==> src/rtl/mem_access_sequencer_if.sv <==
// Handshake bundle between the core control unit, the data serialiser and memory.
// The slave view belongs to the sequencer; the master view belongs to its environment.
interface mem_access_sequencer_if;
  logic       start;
  logic       is_store;
  logic [2:0] req_func;
  logic       busy;
  logic       bit_valid;
  logic       ser_mode;
  logic [4:0] ser_bitpos;
  logic [2:0] ser_func;
  logic       addr_bit;
  logic       mem_req;
  logic       mem_we;
  logic [3:0] mem_wstrb;
  logic       mem_ack;
  logic       done;
  logic       fault;
  logic [1:0] fault_cause;

  modport slave (
    input  start, is_store, req_func, addr_bit, mem_ack,
    output busy, bit_valid, ser_mode, ser_bitpos, ser_func,
           mem_req, mem_we, mem_wstrb, done, fault, fault_cause
  );

  modport master (
    output start, is_store, req_func, addr_bit, mem_ack,
    input  busy, bit_valid, ser_mode, ser_bitpos, ser_func,
           mem_req, mem_we, mem_wstrb, done, fault, fault_cause
  );
endinterface

==> src/rtl/mem_access_sequencer.sv <==
// Sequences one bit-serial load/store: address shift, legality check, memory
// handshake and data shift, then reports done or fault.
//
// state         | meaning
// --------------+--------------------------------------------------
// S_IDLE        | waiting for start
// S_ADDR        | shifting ADDR_BITS address bits, ser_mode=1
// S_CHECK       | func legality / alignment decision
// S_LOAD_REQ    | mem_req with mem_we=0, waiting for ack or timeout
// S_LOAD_SHIFT  | core samples DATA_BITS read bits
// S_STORE_SHIFT | core drives DATA_BITS write bits
// S_STORE_REQ   | mem_req with mem_we=1, waiting for ack or timeout
// S_DONE        | done pulse
// S_FAULT       | fault pulse, fault_cause loaded
module mem_access_sequencer #(
  parameter int ADDR_BITS = 12,
  parameter int DATA_BITS = 32,
  parameter int TIMEOUT   = 255
) (
  input logic                   clk,
  input logic                   rst_n,
  mem_access_sequencer_if.slave bus
);
  localparam int         WW        = $clog2(TIMEOUT + 2);
  localparam logic [5:0] ADDR_LAST = 6'(ADDR_BITS - 1);
  localparam logic [5:0] DATA_LAST = 6'(DATA_BITS - 1);

  typedef enum logic [3:0] {
    S_IDLE, S_ADDR, S_CHECK, S_LOAD_REQ, S_LOAD_SHIFT,
    S_STORE_SHIFT, S_STORE_REQ, S_DONE, S_FAULT
  } state_t;

  state_t        state;
  logic [5:0]    cnt;
  logic [WW-1:0] wait_cnt;
  logic          is_store_q;
  logic [1:0]    addr_lo;
  logic          illegal;
  logic          misaligned;
  logic [3:0]    strb;

  always_comb begin
    illegal    = (bus.ser_func == 3'b011) || (bus.ser_func == 3'b110) ||
                 (bus.ser_func == 3'b111);
    misaligned = ((bus.ser_func[1:0] == 2'b10) && (addr_lo != 2'b00)) ||
                 ((bus.ser_func[1:0] == 2'b01) && addr_lo[0]);
    case (bus.ser_func[1:0])
      2'b00:   strb = 4'b0001 << addr_lo;
      2'b01:   strb = addr_lo[1] ? 4'b1100 : 4'b0011;
      default: strb = 4'b1111;
    endcase
  end

  always_ff @(posedge clk or negedge rst_n) begin
    if (!rst_n) begin
      state           <= S_IDLE;
      cnt             <= '0;
      wait_cnt        <= '0;
      is_store_q      <= 1'b0;
      addr_lo         <= 2'b00;
      bus.busy        <= 1'b0;
      bus.bit_valid   <= 1'b0;
      bus.ser_mode    <= 1'b0;
      bus.ser_bitpos  <= '0;
      bus.ser_func    <= '0;
      bus.mem_req     <= 1'b0;
      bus.mem_we      <= 1'b0;
      bus.mem_wstrb   <= '0;
      bus.done        <= 1'b0;
      bus.fault       <= 1'b0;
      bus.fault_cause <= '0;
    end else begin
      bus.done  <= 1'b0;
      bus.fault <= 1'b0;
      case (state)
        S_IDLE: begin
          if (bus.start) begin
            state           <= S_ADDR;
            is_store_q      <= bus.is_store;
            bus.ser_func    <= bus.req_func;
            bus.fault_cause <= '0;
            bus.busy        <= 1'b1;
            bus.bit_valid   <= 1'b1;
            bus.ser_mode    <= 1'b1;
            bus.ser_bitpos  <= '0;
            cnt             <= '0;
          end
        end
        S_ADDR: begin
          if (cnt == 6'd0) addr_lo[0] <= bus.addr_bit;
          if (cnt == 6'd1) addr_lo[1] <= bus.addr_bit;
          if (cnt == ADDR_LAST) begin
            state          <= S_CHECK;
            bus.bit_valid  <= 1'b0;
            bus.ser_mode   <= 1'b0;
            bus.ser_bitpos <= '0;
          end else begin
            cnt            <= cnt + 6'd1;
            bus.ser_bitpos <= 5'(cnt + 6'd1);
          end
        end
        S_CHECK: begin
          // illegal func must win over misalignment
          if (illegal) begin
            state           <= S_FAULT;
            bus.fault       <= 1'b1;
            bus.fault_cause <= 2'b10;
          end else if (misaligned) begin
            state           <= S_FAULT;
            bus.fault       <= 1'b1;
            bus.fault_cause <= 2'b01;
          end else if (is_store_q) begin
            state          <= S_STORE_SHIFT;
            bus.bit_valid  <= 1'b1;
            bus.ser_bitpos <= '0;
            cnt            <= '0;
          end else begin
            state       <= S_LOAD_REQ;
            bus.mem_req <= 1'b1;
            bus.mem_we  <= 1'b0;
            wait_cnt    <= '0;
          end
        end
        S_LOAD_SHIFT, S_STORE_SHIFT: begin
          if (cnt == DATA_LAST) begin
            bus.bit_valid  <= 1'b0;
            bus.ser_bitpos <= '0;
            if (state == S_LOAD_SHIFT) begin
              state    <= S_DONE;
              bus.done <= 1'b1;
            end else begin
              state         <= S_STORE_REQ;
              bus.mem_req   <= 1'b1;
              bus.mem_we    <= 1'b1;
              bus.mem_wstrb <= strb;
              wait_cnt      <= '0;
            end
          end else begin
            cnt            <= cnt + 6'd1;
            bus.ser_bitpos <= 5'(cnt + 6'd1);
          end
        end
        S_LOAD_REQ, S_STORE_REQ: begin
          if (bus.mem_ack) begin
            bus.mem_req   <= 1'b0;
            bus.mem_we    <= 1'b0;
            bus.mem_wstrb <= '0;
            if (state == S_LOAD_REQ) begin
              state          <= S_LOAD_SHIFT;
              bus.bit_valid  <= 1'b1;
              bus.ser_bitpos <= '0;
              cnt            <= '0;
            end else begin
              state    <= S_DONE;
              bus.done <= 1'b1;
            end
          end else if ((TIMEOUT != 0) && (int'(wait_cnt) == TIMEOUT - 1)) begin
            state           <= S_FAULT;
            bus.mem_req     <= 1'b0;
            bus.mem_we      <= 1'b0;
            bus.mem_wstrb   <= '0;
            bus.fault       <= 1'b1;
            bus.fault_cause <= 2'b11;
          end else if (TIMEOUT != 0) begin
            wait_cnt <= wait_cnt + 1'b1;
          end
        end
        S_DONE, S_FAULT: begin
          state    <= S_IDLE;
          bus.busy <= 1'b0;
        end
        default: state <= S_IDLE;
      endcase
    end
  end
endmodule

==> src/flat_wrapper.sv <==
// flat-port wrapper written by rule: the top's interface ports become plain ports
module mem_access_sequencer_flat 
#(
  parameter int ADDR_BITS = 12,
  parameter int DATA_BITS = 32,
  parameter int TIMEOUT   = 255
)
  (clk, rst_n, bus_start, bus_is_store, bus_req_func, bus_addr_bit, bus_mem_ack, bus_busy, bus_bit_valid, bus_ser_mode, bus_ser_bitpos, bus_ser_func, bus_mem_req, bus_mem_we, bus_mem_wstrb, bus_done, bus_fault, bus_fault_cause);
  mem_access_sequencer_if bus_i ();
  input logic clk;
  input logic rst_n;
  input wire logic [$bits(bus_i.start)-1:0] bus_start;
  input wire logic [$bits(bus_i.is_store)-1:0] bus_is_store;
  input wire logic [$bits(bus_i.req_func)-1:0] bus_req_func;
  input wire logic [$bits(bus_i.addr_bit)-1:0] bus_addr_bit;
  input wire logic [$bits(bus_i.mem_ack)-1:0] bus_mem_ack;
  output wire logic [$bits(bus_i.busy)-1:0] bus_busy;
  output wire logic [$bits(bus_i.bit_valid)-1:0] bus_bit_valid;
  output wire logic [$bits(bus_i.ser_mode)-1:0] bus_ser_mode;
  output wire logic [$bits(bus_i.ser_bitpos)-1:0] bus_ser_bitpos;
  output wire logic [$bits(bus_i.ser_func)-1:0] bus_ser_func;
  output wire logic [$bits(bus_i.mem_req)-1:0] bus_mem_req;
  output wire logic [$bits(bus_i.mem_we)-1:0] bus_mem_we;
  output wire logic [$bits(bus_i.mem_wstrb)-1:0] bus_mem_wstrb;
  output wire logic [$bits(bus_i.done)-1:0] bus_done;
  output wire logic [$bits(bus_i.fault)-1:0] bus_fault;
  output wire logic [$bits(bus_i.fault_cause)-1:0] bus_fault_cause;
  assign bus_i.start = bus_start;
  assign bus_i.is_store = bus_is_store;
  assign bus_i.req_func = bus_req_func;
  assign bus_i.addr_bit = bus_addr_bit;
  assign bus_i.mem_ack = bus_mem_ack;
  assign bus_busy = bus_i.busy;
  assign bus_bit_valid = bus_i.bit_valid;
  assign bus_ser_mode = bus_i.ser_mode;
  assign bus_ser_bitpos = bus_i.ser_bitpos;
  assign bus_ser_func = bus_i.ser_func;
  assign bus_mem_req = bus_i.mem_req;
  assign bus_mem_we = bus_i.mem_we;
  assign bus_mem_wstrb = bus_i.mem_wstrb;
  assign bus_done = bus_i.done;
  assign bus_fault = bus_i.fault;
  assign bus_fault_cause = bus_i.fault_cause;
  mem_access_sequencer #(.ADDR_BITS(ADDR_BITS), .DATA_BITS(DATA_BITS), .TIMEOUT(TIMEOUT)) u_core (.clk(clk), .rst_n(rst_n), .bus(bus_i));
endmodule
==> config.mk <==
export PLATFORM = sky130hd
export DESIGN_NAME = mem_access_sequencer_flat
export DESIGN_NICKNAME = d
export VERILOG_FILES = /design/src/rtl/mem_access_sequencer_if.sv /design/src/rtl/mem_access_sequencer.sv /design/src/flat_wrapper.sv
export SDC_FILE = /design/constraint.sdc
export NUM_CORES = 1
export LEC_CHECK = 0
export BUFFER_PORTS_ARGS = -buffer_cell sky130_fd_sc_hd__buf_2
export CAP_MARGIN = 20
export CELL_PAD_IN_SITES_DETAIL_PLACEMENT = 0
export CELL_PAD_IN_SITES_GLOBAL_PLACEMENT = 1
export CORE_UTILIZATION = 30
export DETAILED_ROUTE_END_ITERATION = 10
export PLACE_DENSITY = 0.69
export SLEW_MARGIN = 0
export SYNTH_ARGS = -nofsm -noshare
export SYNTH_HDL_FRONTEND = slang
export SYNTH_SLANG_ARGS = --single-unit
==> constraint.sdc <==
create_clock -name clk -period 2 [get_ports clk]
set_input_delay 0.4 -clock clk [delete_from_list [all_inputs] [get_ports clk]]
set_output_delay 0.4 -clock clk [all_outputs]
set_load 0.01 [all_outputs]
==> impl_results.md, run 1 <==
- Setup crit end: u_core.bus.bit_valid$_DFFE_PN0P_
- Largest net degree at the start of global routing: 26
- WL final: 5530 um
- Vias in the first global route: 1931
- Die Area: 8660 sq um
- Critical Path AT: 2040 ps
- ANT cells: 0
- Setup ws final: 155 ps
- Origin of the worst setup path: u_core.state[1]$_DFFE_PN0P_
- Synth Net Count: 276
- Count of pins over their slew limit: 0
- Detailed placer's ending HPWL: 4090 um
- Sw Share: 0.427
- DR iter-0 viols: 51
- Synthesized flop and latch total: 43
- Setup Skew: 4.88 ps
- Most common cell in the netlist: dfrtp_1
- # setup viols final: 0
- Initial Util: 0.316
- Status: finished, final reports clean
- Die Width: 93.1 um
- P&R area growth vs syn: 17.8%
- Placement Setup Slack: 95.9 ps
- Clk Tree Root Cell: clkbuf_8
- Setup TNS: 0 ps
- Pwr dens: 1500 nW/um^2
- Area contributors post-synth: dfrtp_1 (43%), nand2_1 (5.6%), o21ai_0 (3.2%)
- Top cells by count, synth: dfrtp_1 (43), nand2_1 (37), nor2_1 (21), o21ai_0 (16), a21oi_1 (12)
- CTS Buf Count: 5
- Skew-Pair Late Insertion Delay: 300 ps
- Crit path largest cell delay: 560 ps
- Total GRT Usage: 0.142
- Synth Area per Inst: 9.50 sq um
- Endpoint of the worst register-to-register path: u_core.bus.bit_valid$_DFFE_PN0P_
- Fill cells: 822
- Net count, final: 315
- Reg2Reg Launch Point: u_core.state[1]$_DFFE_PN0P_
- I/O pin cnt: 30
- Internal power: 0.00251 W
- RSZ-0062 raised after global routing: false
- Setup crit start kind: flop
- First-pass GRT wire length: 9550 um
- Leak pwr: 1.35 nW
- Drt pass-1 iters: 4
- Post-DP Area: 2800 sq um
- Synthesis Warnings: 0
- Via count: 1991
- Share of flip-flops with an asynchronous set or reset: 1.00
- Final instance area: 2930 sq um
- Switching power: 0.00187 W
- Clock-pin transition on the worst setup and hold timing paths: 80 ps
- WS Path Type: reg2reg
- Peak Freq: 0.542 GHz
- # Max-Cap Violations: 0
- Main synth FF type: dfrtp_1
- Nature of the critical path endpoint: flop
- Period minus WS final: 1840 ps
- Slew @ Worst Pin: 454 ps
- I/O Buffers: 29
- Clock power share: 0.163
- Detail Route Antenna Nets: 0
- # clock sinks: 43
- Worst hold path type: in2async
- Critical path peak fanout: 11
- CTS Buffer Depth: 2
- Final hold vios: 0
- Top-area cell type share of the netlist area: 0.432
- Share of total power in combinational logic: 0.496
- Worst endpoint required time: 2190 ps
- DIE HEIGHT: 93.1 um
- Layout cells sized above 1: 0.258
- Area leader, netlist: dfrtp_1
- Average wire per standard cell: 13.7 um
- Crit path cell chain: buf_4, nor2_1, a221oi_2, o211ai_4, nand2b_1, a21o_1
- Post-synthesis sequential area ratio: 0.432
- Unique masters post-synth: 58
- DRC Markers: 0
- H-tree depth: 2
- Cell row count: 32
- Reg2reg path depth: 6
- CTS tree: built
- Total setup buffers inserted after CTS: 0
- Synth Instances: 262
- IR drop worst, VDD: 737 uV
- Vias per cell: 4.93
- R2R Setup Slk: 160 ps
- Core area: 7890 sq um
- Cell area after synthesis: 2490 sq um
- Slew Limit Headroom: 0.697
- Initial antenna violation count: 0
- Hold_buf cts: 0
- Crit-path slowest cell: dfrtp_1
- Final Cycle Share: 0.922
- Post-synth EDFFs: 0
- GPL Wtd Cong: 0.781
- Total gr overflow: 0
- Share of power burned in registers: 0.340
==> power by group through the flow <==
| stage | combinational [W] | clock (W) | sequential [W] |
|---|---|---|---|
| after floorplan | 0.00160 | 0 | 0.00143 |
| after global placement | 0.00215 | 0 | 0.00151 |
| after detailed placement | 0.00217 | 0 | 0.00151 |
| after CTS | 0.00218 | 0.000741 | 0.00150 |
| after global routing | 0.00245 | 0.000777 | 0.00156 |
| final | 0.00218 | 0.000717 | 0.00149 |
==> routing by layer <==
layer / global-route usage / routed length (um)
met5: 0 / 0
met2: 0.213 / 2420
met1: 0.201 / 2840
met4: 0.0500 / 80
met3: 0.0285 / 195
==> metrics by stage <==
step | hold WS (ps) | utilization | total power [W] | std cells
final | 34.3 | 0.372 | 0.00439 | 404
after floorplan | 104 | - | 0.00303 | 262
after global placement | 375 | 0.355 | 0.00366 | 396
after CTS | 41.7 | 0.370 | 0.00442 | 404
after detailed placement | 378 | 0.355 | 0.00368 | 396
after global routing | 58.4 | 0.372 | 0.00478 | 404
==> how the worst min path moves through the flow <==
stage                      from                             endpoint  slack, ps  cells after the start
after CTS                 rst_n   u_core.bus.ser_func[2]$_DFFE_PN0P_         40                      1
after floorplan           rst_n        u_core.addr_lo[0]$_DFFE_PN0P_        100                      0
final                     rst_n  u_core.bus.mem_wstrb[2]$_DFFE_PN0P_         30                      1
after global routing      rst_n   u_core.bus.ser_func[2]$_DFFE_PN0P_         60                      1
after global placement    rst_n  u_core.bus.mem_wstrb[2]$_DFFE_PN0P_        370                      1
after detailed placement  rst_n  u_core.bus.mem_wstrb[2]$_DFFE_PN0P_        380                      1
==> layout make-up <==
| cell class | instances | area [sq um] | area share |
|---|---|---|---|
| Inverter | 9 | 33.8 | 0.0115 |
| Clock inverter | 2 | 35.0 | 0.0120 |
| Multi-Input combinational cell | 198 | 1310 | 0.446 |
| Sequential cell | 43 | 1080 | 0.367 |
| Timing Repair Buffer | 44 | 270 | 0.0922 |
| Clock buffer | 6 | 82.6 | 0.0282 |
| Tap cell | 102 | 128 | 0.0435 |
==> flip-flops by register name, summed over array words and instances, names as in the netlist, 2 cells and up <==
name	count
u_core.cnt	6
u_core.state	4
u_core.addr_lo	2
u_core.bus.ser_bitpos	5
u_core.bus.fault_cause	2
u_core.wait_cnt	9
u_core.bus.mem_wstrb	4
u_core.bus.ser_func	3
==> worst max-delay path: cells and delay by family, from the launching register on <==
kind,cells,cell delay [ps]
buffers and inverters,1,250
and+or+nand+nor,2,260
DFF,1,560
AOI/OAI and AO/OA,3,680
==> logic make-up after synthesis <==
group / share of synthesized area
XOR/XNOR: 0.0206
multiplexers: 0.0558
AND/OR/NAND/NOR: 0.236
flip-flops: 0.432
AO/OA/AOI/OAI: 0.182
buffers and inverters: 0.0488
adder cells (fa/ha/maj): 0.0251
==> layout by cell type (no fill, tap or decap), types with 3 or more instances in the layout <==
cell type / netlist / routed
a21o_1: 4 / 4
a21oi_1: 12 / 12
a22o_1: 3 / 3
a31oi_1: 6 / 6
and3_1: 5 / 5
and3b_1: 3 / 3
buf_2: 4 / 29
buf_4: 4 / 14
clkbuf_8: 0 / 6
dfrtp_1: 43 / 43
ha_1: 5 / 5
inv_1: 9 / 9
mux2_2: 5 / 5
mux2i_1: 6 / 6
nand2_1: 37 / 37
nand2b_1: 5 / 5
nand3_1: 8 / 8
nor2_1: 21 / 21
nor2b_1: 4 / 4
nor3_2: 4 / 4
nor3b_1: 3 / 3
o21ai_0: 16 / 16
o21ai_1: 6 / 6
==> what timing repair did <==
item / 4_1_cts / 5_1_grt
gates resized for setup: 0 / 2
endpoints found under the hold margin: 0 / 0
setup endpoints to repair: 0 / 9
Power figures use the tool's default switching activity.
==> run 2, diff against run 1 <==
Settings changed: REMOVE_ABC_BUFFERS set to 1.
==> run 2 against run 1 <==
  * Register-to-register slack barely moved
  * Hold slack improved by 39 ps
  * Maximum frequency increased by 0.66%
  * Final cell count down 1.2%
  * Via count decreased by 0.15%
  * Wire length rose by 0.61%
==> impl_results.md, run 2 (synthesis gave the netlist of run 1 again) <==
- Die Width: 93.1 um
- Initial antenna violation count: 0
- Post-DP Area: 2770 sq um
- CTS Buf Count: 5
- Setup crit start kind: flop
- Clock-pin transition on the worst setup and hold timing paths: 90 ps
- Tot Pwr: 0.00426 W
- Final Util: 0.365
- Largest registers: u_core.wait_cnt: 9 flops, u_core.cnt: 6 flops, u_core.bus.ser_bitpos: 5 flops
- Detail Route Antenna Nets: 0
- Final instance area: 2880 sq um
- Critical path peak fanout: 5
- CTS resizes: 0
- # Max-Cap Violations: 0
- Slew Limit Headroom: 0.644
- Most common cell after layout, fill and taps aside: dfrtp_1
- I/O pin cnt: 30
- # clock sinks: 43
- DRC Markers: 0
- Number of flip-flops in the largest register: 9
- Count of pins over their slew limit: 0
- Crit path largest cell delay: 420 ps
- Top reg by flops: u_core.wait_cnt
- Final hold vios: 0
- Worst hold path type: in2async
- P&R area growth vs syn: 15.5%
- Die Area: 8660 sq um
- Cell row count: 32
- Leak pwr: 1.31 nW
- Crit path cell chain: inv_1, ha_1, nand4b_2, or2_1, nand3_2, o21ai_1, mux2_1
- Skew-Pair Late Insertion Delay: 300 ps
- DIE HEIGHT: 93.1 um
- Critical Path AT: 2010 ps
- DR iter-0 viols: 121
- Setup Skew: 9.34 ps
- Reg2reg path depth: 7
- CTS Buffer Depth: 2
- Pwr dens: 1480 nW/um^2
- Status: finished, final reports clean
- Setup TNS: 0 ps
- Drt pass-1 iters: 4
- Average wire per standard cell: 13.9 um
- Hold_buf cts: 0
- Final Cycle Share: 0.916
- Via count: 1988
- Nature of the critical path endpoint: flop
- Largest net degree at the start of global routing: 23
- Peak Freq: 0.546 GHz
- Total gr overflow: 0
- ANT cells: 0
- Most frequent cells in the layout: dfrtp_1 (43), nand2_1 (37), buf_2 (29)
- Core area: 7890 sq um
- WS Path Type: reg2reg
- First-pass GRT wire length: 9470 um
- WL final: 5560 um
- Net count, final: 311
- Slew @ Worst Pin: 533 ps
- Period minus WS final: 1830 ps
- Initial Util: 0.316
- # setup viols final: 0
- Total GRT Usage: 0.140
- Detailed placer's ending HPWL: 4140 um
- H-tree depth: 2
- GPL Wtd Cong: 0.830
- I/O Buffers: 29
- Worst endpoint required time: 2180 ps
- RSZ-0062 raised after global routing: false
- CTS tree: built
- Vias in the first global route: 1886
- Clk Tree Root Cell: clkbuf_8
- IR drop worst, VDD: 794 uV
- Total setup buffers inserted after CTS: 0
- Crit-path slowest cell: dfrtp_1
- Layout cells sized above 1: 0.246
- Vias per cell: 4.98
[run 2: changes by cell type in the layout (fill, tap and decap cells not counted)]
cell,previous run,this run
clkbuf_8,6,5
a21oi_2,0,2
a21oi_4,2,0
buf_4,14,10
clkinvlp_4,0,1
clkinv_2,1,0
[run 2: routing by layer]
layer	vias up	wire, um	track usage
li1	997	-	-
met1	938	2910	0.200
met2	42	2410	0.213
met3	11	157	0.0268
met4	0	91	0.0423
met5	-	0	0
[run 2: power by group]
part	switching (W)	leakage (nW)	internal, W	total (W)
Combinational	0.00121	0.717	0.000891	0.00210
Clock	0.000311	0.0502	0.000365	0.000676
Sequential	0.000322	0.548	0.00116	0.00148
Total	0.00184	1.31	0.00241	0.00426
[run 2: final cells by class]
| class | count | area [sq um] |
|---|---|---|
| Clock buffer | 5 | 68.8 |
| Clock inverter | 2 | 37.5 |
| Fill cell | 797 | 5010 |
| Inverter | 9 | 33.8 |
| Multi-Input combinational cell | 198 | 1290 |
| Sequential cell | 43 | 1080 |
| Tap cell | 102 | 128 |
| Timing Repair Buffer | 40 | 240 |
[run 2: critical path, delay by kind of cell, from the launching register on]
family | cells | cell delay, ps
muxes | 1 | 330
AOI/OAI and AO/OA | 1 | 120
buffers and inverters | 1 | 90
adders and majority gates | 1 | 170
DFF | 1 | 420
and+or+nand+nor | 3 | 600
[run 2: final timing paths]
kind | startpoint | to | slack (ps)
max | u_core.wait_cnt[0]$_DFFE_PN0P_ | u_core.state[2]$_DFFE_PN0P_ | 170
min | rst_n | u_core.bus.ser_func[2]$_DFFE_PN0P_ | 70
max reg2reg | u_core.wait_cnt[0]$_DFFE_PN0P_ | u_core.state[2]$_DFFE_PN0P_ | 170
min reg2reg | u_core.bus.ser_bitpos[1]$_DFFE_PN0P_ | u_core.bus.ser_bitpos[1]$_DFFE_PN0P_ | 480
max in group asynchronous | rst_n | u_core.bus.done$_DFF_PN0_ | 1430
min in group clk | bus_addr_bit | u_core.addr_lo[1]$_DFFE_PN0P_ | 320
[run 2: metrics by stage]
step                hold slack [ps]  setup slack [ps]  std cells
floorplan                       104             -20.8        250
finish                         73.2               167        399
global route                    100              10.0        399
CTS                            82.8               173        399
global placement                409               216        392
detailed placement              416               209        392
